$ cat src/rtl/circle_pkg.sv
// ============================================================================
//  circle_pkg -- shared types and constants for the circle drawing controller
//  Revision: 1.0
// ============================================================================
`default_nettype none

package circle_pkg;

   localparam int DEF_OFFSET_X_DW = 9;
   localparam int DEF_OFFSET_Y_DW = 8;
   localparam int DEF_CRIT_DW     = 9;

   localparam logic [2:0] OCT1 = 3'd0;
   localparam logic [2:0] OCT2 = 3'd1;
   localparam logic [2:0] OCT3 = 3'd2;
   localparam logic [2:0] OCT4 = 3'd3;
   localparam logic [2:0] OCT5 = 3'd4;
   localparam logic [2:0] OCT6 = 3'd5;
   localparam logic [2:0] OCT7 = 3'd6;
   localparam logic [2:0] OCT8 = 3'd7;

   typedef enum logic [2:0] {
      ST_IDLE  = 3'd0,
      ST_INIT  = 3'd1,
      ST_CHECK = 3'd2,
      ST_DRAW  = 3'd3,
      ST_CALC  = 3'd4,
      ST_LOAD  = 3'd5,
      ST_DONE  = 3'd6
   } state_t;

   // Which subset of octants a DRAW pass visits when duplicate pixels are skipped
   typedef enum logic [1:0] {
      MODE_FULL   = 2'd0,
      MODE_AXIS   = 2'd1,
      MODE_DIAG   = 2'd2,
      MODE_ORIGIN = 2'd3
   } oct_mode_t;

   function automatic oct_mode_t oct_mode(input logic x_zero, input logic y_zero,
                                          input logic xy_eq);
      if (x_zero && y_zero) return MODE_ORIGIN;
      if (y_zero)           return MODE_AXIS;
      if (xy_eq)            return MODE_DIAG;
      return MODE_FULL;
   endfunction

endpackage

`default_nettype wire

$ cat src/rtl/circle_ctrl.sv
// ============================================================================
//  circle_ctrl -- Moore FSM sequencing a midpoint-circle datapath, 8 octants
//  Optional: CIRCLE_CTRL_OCT_SKIP_EN skips duplicate octants on axes/diagonal
//  Revision: 1.0
// ============================================================================
`default_nettype none

module circle_ctrl
   import circle_pkg::*;
#(
   parameter int OFFSET_X_DW = DEF_OFFSET_X_DW,
   parameter int OFFSET_Y_DW = DEF_OFFSET_Y_DW,
   parameter int CRIT_DW     = DEF_CRIT_DW
) (
   input  logic                          clk,
   input  logic                          resetn,
   input  logic                          start,
   output logic                          done,
   input  logic signed [OFFSET_X_DW-1:0] offset_x,
   input  logic signed [OFFSET_Y_DW-1:0] offset_y,
   input  logic signed [CRIT_DW-1:0]     crit,
   output logic [2:0]                    octant_sel,
   output logic                          plot_en,
   output logic                          load_x_init,
   output logic                          load_y_init,
   output logic                          load_crit,
   output logic                          dec_x,
   output logic                          inc_y,
   output logic                          load_x_next,
   output logic                          load_y_next,
   output logic                          calc_crit
);

   localparam int CMP_DW = (OFFSET_X_DW > OFFSET_Y_DW) ? OFFSET_X_DW : OFFSET_Y_DW;

   state_t     state_q, state_d;
   logic [2:0] oct_q, oct_d;
   logic [2:0] oct_last, oct_next;

   logic signed [CMP_DW-1:0] x_ext, y_ext;
   logic                     crit_pos;

   assign x_ext    = CMP_DW'(offset_x);
   assign y_ext    = CMP_DW'(offset_y);
   assign crit_pos = !crit[CRIT_DW-1] && (crit != '0);

`ifdef CIRCLE_CTRL_OCT_SKIP_EN
   oct_mode_t mode_q, mode_d;

   always_comb begin
      oct_last = OCT8;
      oct_next = oct_q + 3'd1;
      unique case (mode_q)
         MODE_AXIS: begin
            oct_last = OCT6;
            oct_next = (oct_q == OCT1) ? OCT2 : oct_q + 3'd2;
         end
         MODE_DIAG: begin
            oct_last = OCT7;
            oct_next = oct_q + 3'd2;
         end
         MODE_ORIGIN: begin
            oct_last = OCT1;
            oct_next = OCT1;
         end
         default: ;
      endcase
   end

   always_ff @(posedge clk) begin
      if (!resetn) mode_q <= MODE_FULL;
      else         mode_q <= mode_d;
   end
`else
   assign oct_last = OCT8;
   assign oct_next = oct_q + 3'd1;
`endif

   always_ff @(posedge clk) begin
      if (!resetn) begin
         state_q <= ST_IDLE;
         oct_q   <= OCT1;
      end else begin
         state_q <= state_d;
         oct_q   <= oct_d;
      end
   end

   always_comb begin
      state_d     = state_q;
      oct_d       = oct_q;
`ifdef CIRCLE_CTRL_OCT_SKIP_EN
      mode_d      = mode_q;
`endif
      done        = 1'b0;
      octant_sel  = 3'd0;
      plot_en     = 1'b0;
      load_x_init = 1'b0;
      load_y_init = 1'b0;
      load_crit   = 1'b0;
      dec_x       = 1'b0;
      inc_y       = 1'b0;
      load_x_next = 1'b0;
      load_y_next = 1'b0;
      calc_crit   = 1'b0;

      unique case (state_q)
         ST_IDLE: begin
            if (start) state_d = ST_INIT;
         end
         ST_INIT: begin
            load_x_init = 1'b1;
            load_y_init = 1'b1;
            load_crit   = 1'b1;
            state_d     = ST_CHECK;
         end
         ST_CHECK: begin
            if (y_ext <= x_ext) begin
               state_d = ST_DRAW;
               oct_d   = OCT1;
`ifdef CIRCLE_CTRL_OCT_SKIP_EN
               mode_d  = oct_mode(offset_x == '0, offset_y == '0, x_ext == y_ext);
`endif
            end else begin
               state_d = ST_DONE;
            end
         end
         ST_DRAW: begin
            plot_en    = 1'b1;
            octant_sel = oct_q;
            if (oct_q == oct_last) begin
               state_d = ST_CALC;
               oct_d   = OCT1;
            end else begin
               oct_d   = oct_next;
            end
         end
         ST_CALC: begin
            inc_y   = 1'b1;
            dec_x   = crit_pos;
            state_d = ST_LOAD;
         end
         ST_LOAD: begin
            load_x_next = 1'b1;
            load_y_next = 1'b1;
            calc_crit   = 1'b1;
            state_d     = ST_CHECK;
         end
         ST_DONE: begin
            done = 1'b1;
            if (!start) state_d = ST_IDLE;
         end
         default: state_d = ST_IDLE;
      endcase
   end

endmodule

`default_nettype wire
$ cat config.mk
export PLATFORM = sky130hd
export DESIGN_NAME = circle_ctrl
export DESIGN_NICKNAME = d
export VERILOG_FILES = /design/src/rtl/circle_pkg.sv /design/src/rtl/circle_ctrl.sv
export SDC_FILE = /design/constraint.sdc
export NUM_CORES = 1
export LEC_CHECK = 0
export BUFFER_PORTS_ARGS = -buffer_cell sky130_fd_sc_hd__buf_2
export CORE_MARGIN = 3
export CORE_UTILIZATION = 46
export DETAILED_ROUTE_END_ITERATION = 8
export PLACE_DENSITY = 0.84
export SLEW_MARGIN = 5
export SYNTH_ARGS = -nofsm -noshare
export SYNTH_HDL_FRONTEND = slang
export SYNTH_SLANG_ARGS = --single-unit
$ cat constraint.sdc
create_clock -name clk -period 2.84 [get_ports clk]
set_input_delay 0.142 -clock clk [delete_from_list [all_inputs] [get_ports clk]]
set_output_delay 0.142 -clock clk [all_outputs]
set_load 0.01 [all_outputs]
Word level (Yosys, flattened, before mapping)

Cells that the tools add are included.

Flip-flop bits (word level): 6
Output and inout bits: 13
Word-level logic and storage cells: 38

Add/subtract/negate cells: 1
$lt $le $gt $ge: 1
Equality and inequality tests: 11
Muxes and demuxes: 15
Reduce and logical (&&, ||, !) cells: 8

Operator list:

| kind                                                             | count |
|---|---|
| 3-bit two-way mux                                                | 7 |
| 3-bit one-hot mux with 6 select lines                            | 1 |
| 3-bit == test (second input constant)                            | 4 |
| 8-bit by 9-bit less-or-equal comparator with 1-bit output        | 1 |
| 9-bit nonzero test                                               | 1 |
| 2-bit != test (second input constant)                            | 4 |
| 3-bit by 2-bit == test with 1-bit output (second input constant) | 2 |
| 1-bit two-way mux                                                | 6 |
| 3-bit one-hot mux with 2 select lines                            | 1 |
| 3-bit by 1-bit adder with 3-bit output (second input constant)   | 1 |
| 3-bit by 1-bit == test with 1-bit output (second input constant) | 1 |
| 3-bit zero test                                                  | 1 |
| 3-bit AND reduction                                              | 1 |
| 2-bit AND reduction                                              | 1 |
| 2-bit nonzero test                                               | 1 |
| 2-bit OR reduction                                               | 1 |
| 1-bit logical AND                                                | 1 |
| 1-bit zero test                                                  | 1 |

Longest topological paths before layout

Depth after elaboration: 3
Depth in mapped cells: 7
Depth with buffers taken out: 7

Worst setup path before layout

Ideal clock, no wire load.

Kind: input port to flip-flop
Start point: in offset_x[3]
End point: reg oct_q[0]
Setup time: 0.117 ns
Arrival time: 1.364 ns
Required time: 2.723 ns
Slack: 1.360 ns
Stages: 7
Path buffers: 0
Cells stage by stage: inv_1 > ha_1 > and4_1 > a31o_2 > nor2b_2 > a2111oi_4 > a22o_1

Cells in the longest elaborated chain, start to end: 3

RTL lines:

| what                                                      | line               | source |
|---|---|---|
| start, declared                                           | circle_ctrl.sv:19  | `input logic signed [OFFSET_X_DW-1:0] offset_x,` |
| 8-bit by 9-bit less-or-equal comparator with 1-bit output | circle_ctrl.sv:118 | `if (y_ext <= x_ext) begin` |
| 2-bit != test (no line)                                   | -                  |  |
| 2-bit AND reduction (no line)                             | -                  |  |
| end signal, assigned                                      | circle_ctrl.sv:85  | `oct_q <= oct_d;` |
| end, declared                                             | circle_ctrl.sv:37  | `logic [2:0] oct_q, oct_d;` |

Every way passes these cells.
A chain may end at the register's enable or synchronous reset.

Worst setup path in the final report

Start point: reg state_q[0]
End point: out plot_en

Cells in the longest elaborated chain, start to end: 2

RTL lines:

| what                                     | line               | source |
|---|---|---|
| start, declared                          | circle_ctrl.sv:36  | `state_t state_q, state_d;` |
| start signal, assigned                   | circle_ctrl.sv:84  | `state_q <= state_d;` |
| 3-bit by 2-bit == test with 1-bit output | circle_ctrl.sv:107 | `unique case (state_q)` |
| 1-bit two-way mux                        | circle_ctrl.sv:107 |  |
| end, declared                            | circle_ctrl.sv:23  | `output logic plot_en,` |

Every way passes these cells.

==> results.py <==
metrics = {
    "cts": {
        "cts_root_buf": "clkbuf_4",
        "clk_pin_slew_ps": 40,
        "cts.repair.resized": 0,
        "numCtsBuffers": 3,
        "cts.htree.levels": 1,
        "post_cts_buffers": 0,
        "hold_buffers": 0,
        "cts_tree": "yes",
        "clock_sinks": 6,
        "clk_latency_ps": 240,
        "clk_path_buf_depth": 2,
    },
    "logic_synthesis": {
        "yosys_warnings": 0,
        "synthFlopType": "dfxtp_1",
        "syn_area_um2": 721,
        "synth_cell_types": 35,
        "postSynthRegisterBits": 6,
        "synthCells": 90,
        "avgSynthCellArea_um2": 8.01,
        "synth-async-reset-ratio": 0,
        "syn-num-nets": 130,
        "synth-edff-count": 0,
        "ys_seq_area_frac": 0.167,
    },
    "sta": {
        "skew_ps": 1.64,
        "period_share": 0.548,
        "relSlewSlack": 0.736,
        "post-route-min-period_ps": 1560,
        "max_freq_mhz": 643,
        "setup_ws_ps": 1280,
        "hold_violations": 0,
        "worst_pin_slew_ps": 393,
        "rsz0062_at_grt": "false",
        "setup_viol": 0,
        "finalSetupTns_ps": 0,
        "maxSlewViolCount": 0,
    },
    "floorplan": {
        "fp.dieArea_mm2": 0.00208,
        "chipWidth_um": 45.6,
        "die_y_um": 45.6,
        "rows": 13,
        "initial_core_util": 0.521,
        "fp.coreArea_mm2": 0.00138,
        "boundaryPins": 42,
    },
    "place": {
        "io_buffers": 41,
        "place_congestion": 0.882,
        "placed_cells": 140,
        "dp_hpwl_um": 1520,
        "dp_slack_ps": 1160,
    },
    "flow_run": {
        "cap_viol_max_count": 0,
    },
    "setup_path": {
        "crit_path_start_kind": "register",
        "r2r_end": "state_q[0]$_SDFFE_PN0P_",
        "critPathArrivalTime_ps": 1410,
        "r2r_cells": 7,
        "crit_type": "register to primary output",
        "r2r_start": "oct_q[0]$_SDFFE_PN0P_",
        "critPathTopFamily": "flip-flops",
        "required_ps": 2700,
        "max_stage_delay_ps": 490,
        "crit_fanout": 11,
        "crit_end": "plot_en",
        "r2r_slack_ps": 1350,
        "path_buf_inv": 2,
        "crit_cells": 3,
        "crit_slowest_cell": "dfxtp_1",
        "cp-startpoint": "state_q[0]$_SDFFE_PN0P_",
        "path_cells": "inv_1 -> nor3_2 -> buf_2",
        "endpoint_kind": "primary output",
    },
    "route": {
        "finalWirelength_um": 1710,
        "wire_per_inst_um": 12.0,
        "post-route-drc-count": 0,
        "initialDrtViolationCount": 12,
        "vias": 756,
        "ant_nets": 0,
        "viasPerCell": 5.29,
        "drt_pre_antenna_iters": 4,
    },
    "power_and_ir_drop": {
        "p_leak_nw": 0.539,
        "p_per_area_mw_per_mm2": 374,
        "ir_drop_mv": 0.286,
    },
    "status": {
        "status": "finished, final reports clean",
    },
    "hold_path": {
        "worstHoldPathCells": 2,
        "worstHoldPathType": "input port to register",
    },
    "final_layout": {
        "final_util": 0.671,
        "final_layout_size_suffix_gt1_frac": 0.391,
        "area_growth_pct": 28.8,
        "antenna_cells": 0,
        "final_net_count": 170,
        "final_cells": 143,
    },
    "global_route": {
        "grt_remaining_overflow": 0,
        "grt_pass1_wl_um": 2880,
        "grt_usage": 0.186,
        "grt_pass1_vias": 713,
        "antenna_found_initial": 0,
        "grt_start_max_net_pins": 13,
    },
}
-- cells by family (layout without fill, tap and decap cells) --
| kind of cell | count (synthesis) | count (layout) | share of synthesized area |
|---|---|---|---|
| muxes | 1 | 1 | 0.0139 |
| AOI/OAI and AO/OA | 25 | 25 | 0.267 |
| adders and majority gates | 11 | 11 | 0.191 |
| DFF | 6 | 6 | 0.167 |
| and+or+nand+nor | 28 | 28 | 0.222 |
| buffers and inverters | 19 | 57 | 0.139 |
-- metrics by stage --
step	hold WS [ps]	power (mW)	instance area, um^2
after floorplan	268	0.230	721
after global placement	403	0.267	906
after detailed placement	432	0.273	906
after CTS	178	0.351	928
after global routing	168	0.379	928
final	181	0.347	928
-- final cells by class --
cell class	count	area, um^2
clock buffers	3	22.5
fillers	140	454
inverters	13	61.3
multi-input cells	65	500
flip-flops and latches	6	120
well taps	15	18.8
repair buffers	41	205
-- routing by layer --
layer / share of wire / wire (um) / up-vias / GRT usage
li1: - / - / 406 / -
met5: 0 / 0 / - / 0
met1: 0.41 / 695 / 334 / 0.219
met2: 0.54 / 929 / 16 / 0.326
met4: 0 / 0 / 0 / 0.0351
met3: 0.050 / 86 / 0 / 0.0593
-- where the power goes --
group | internal, mW | total [mW] | switching, mW
Sequential | 0.0951 | 0.117 | 0.0221
Combinational | 0.0698 | 0.155 | 0.0851
Clock | 0.0476 | 0.0749 | 0.0274
Total | 0.212 | 0.347 | 0.135
-- flip-flops by register name (all words and copies together), names as in the netlist --
signal   count
oct_q        3
state_q      3
-- how the worst min path moves through the flow --
stage | to | start | slack, ps
after floorplan | oct_q[0]$_SDFFE_PN0P_ | resetn | 270
after global placement | oct_q[0]$_SDFFE_PN0P_ | resetn | 400
after detailed placement | oct_q[0]$_SDFFE_PN0P_ | resetn | 430
after CTS | oct_q[0]$_SDFFE_PN0P_ | resetn | 180
after global routing | oct_q[0]$_SDFFE_PN0P_ | resetn | 170
final | oct_q[0]$_SDFFE_PN0P_ | resetn | 180
-- layout by cell type (no fill, tap or decap), types with 3 or more instances in the layout --
cell type,synthesis,final
nand2_1,5,5
clkbuf_4,0,3
dfxtp_1,6,6
nand3_1,4,4
nor2_1,3,3
and3_1,7,7
inv_1,11,11
a21oi_1,4,4
buf_2,1,41
ha_1,11,11
o21ai_0,4,4
-- synth_stat cells (2+ instances only) --
cell / number / share of area
a31oi_1: 2 / 0.017
and3_1: 7 / 0.061
a211oi_1: 2 / 0.021
nor4_1: 2 / 0.017
o21ai_0: 4 / 0.028
a21oi_1: 4 / 0.028
nand3_1: 4 / 0.028
o2bb2ai_1: 2 / 0.024
inv_1: 11 / 0.057
buf_4: 4 / 0.042
nor2b_1: 2 / 0.017
ha_1: 11 / 0.19
dfxtp_1: 6 / 0.17
a22oi_1: 2 / 0.021
nand2_1: 5 / 0.026
nor2_1: 3 / 0.016
(Power assumes the default switching activity.)
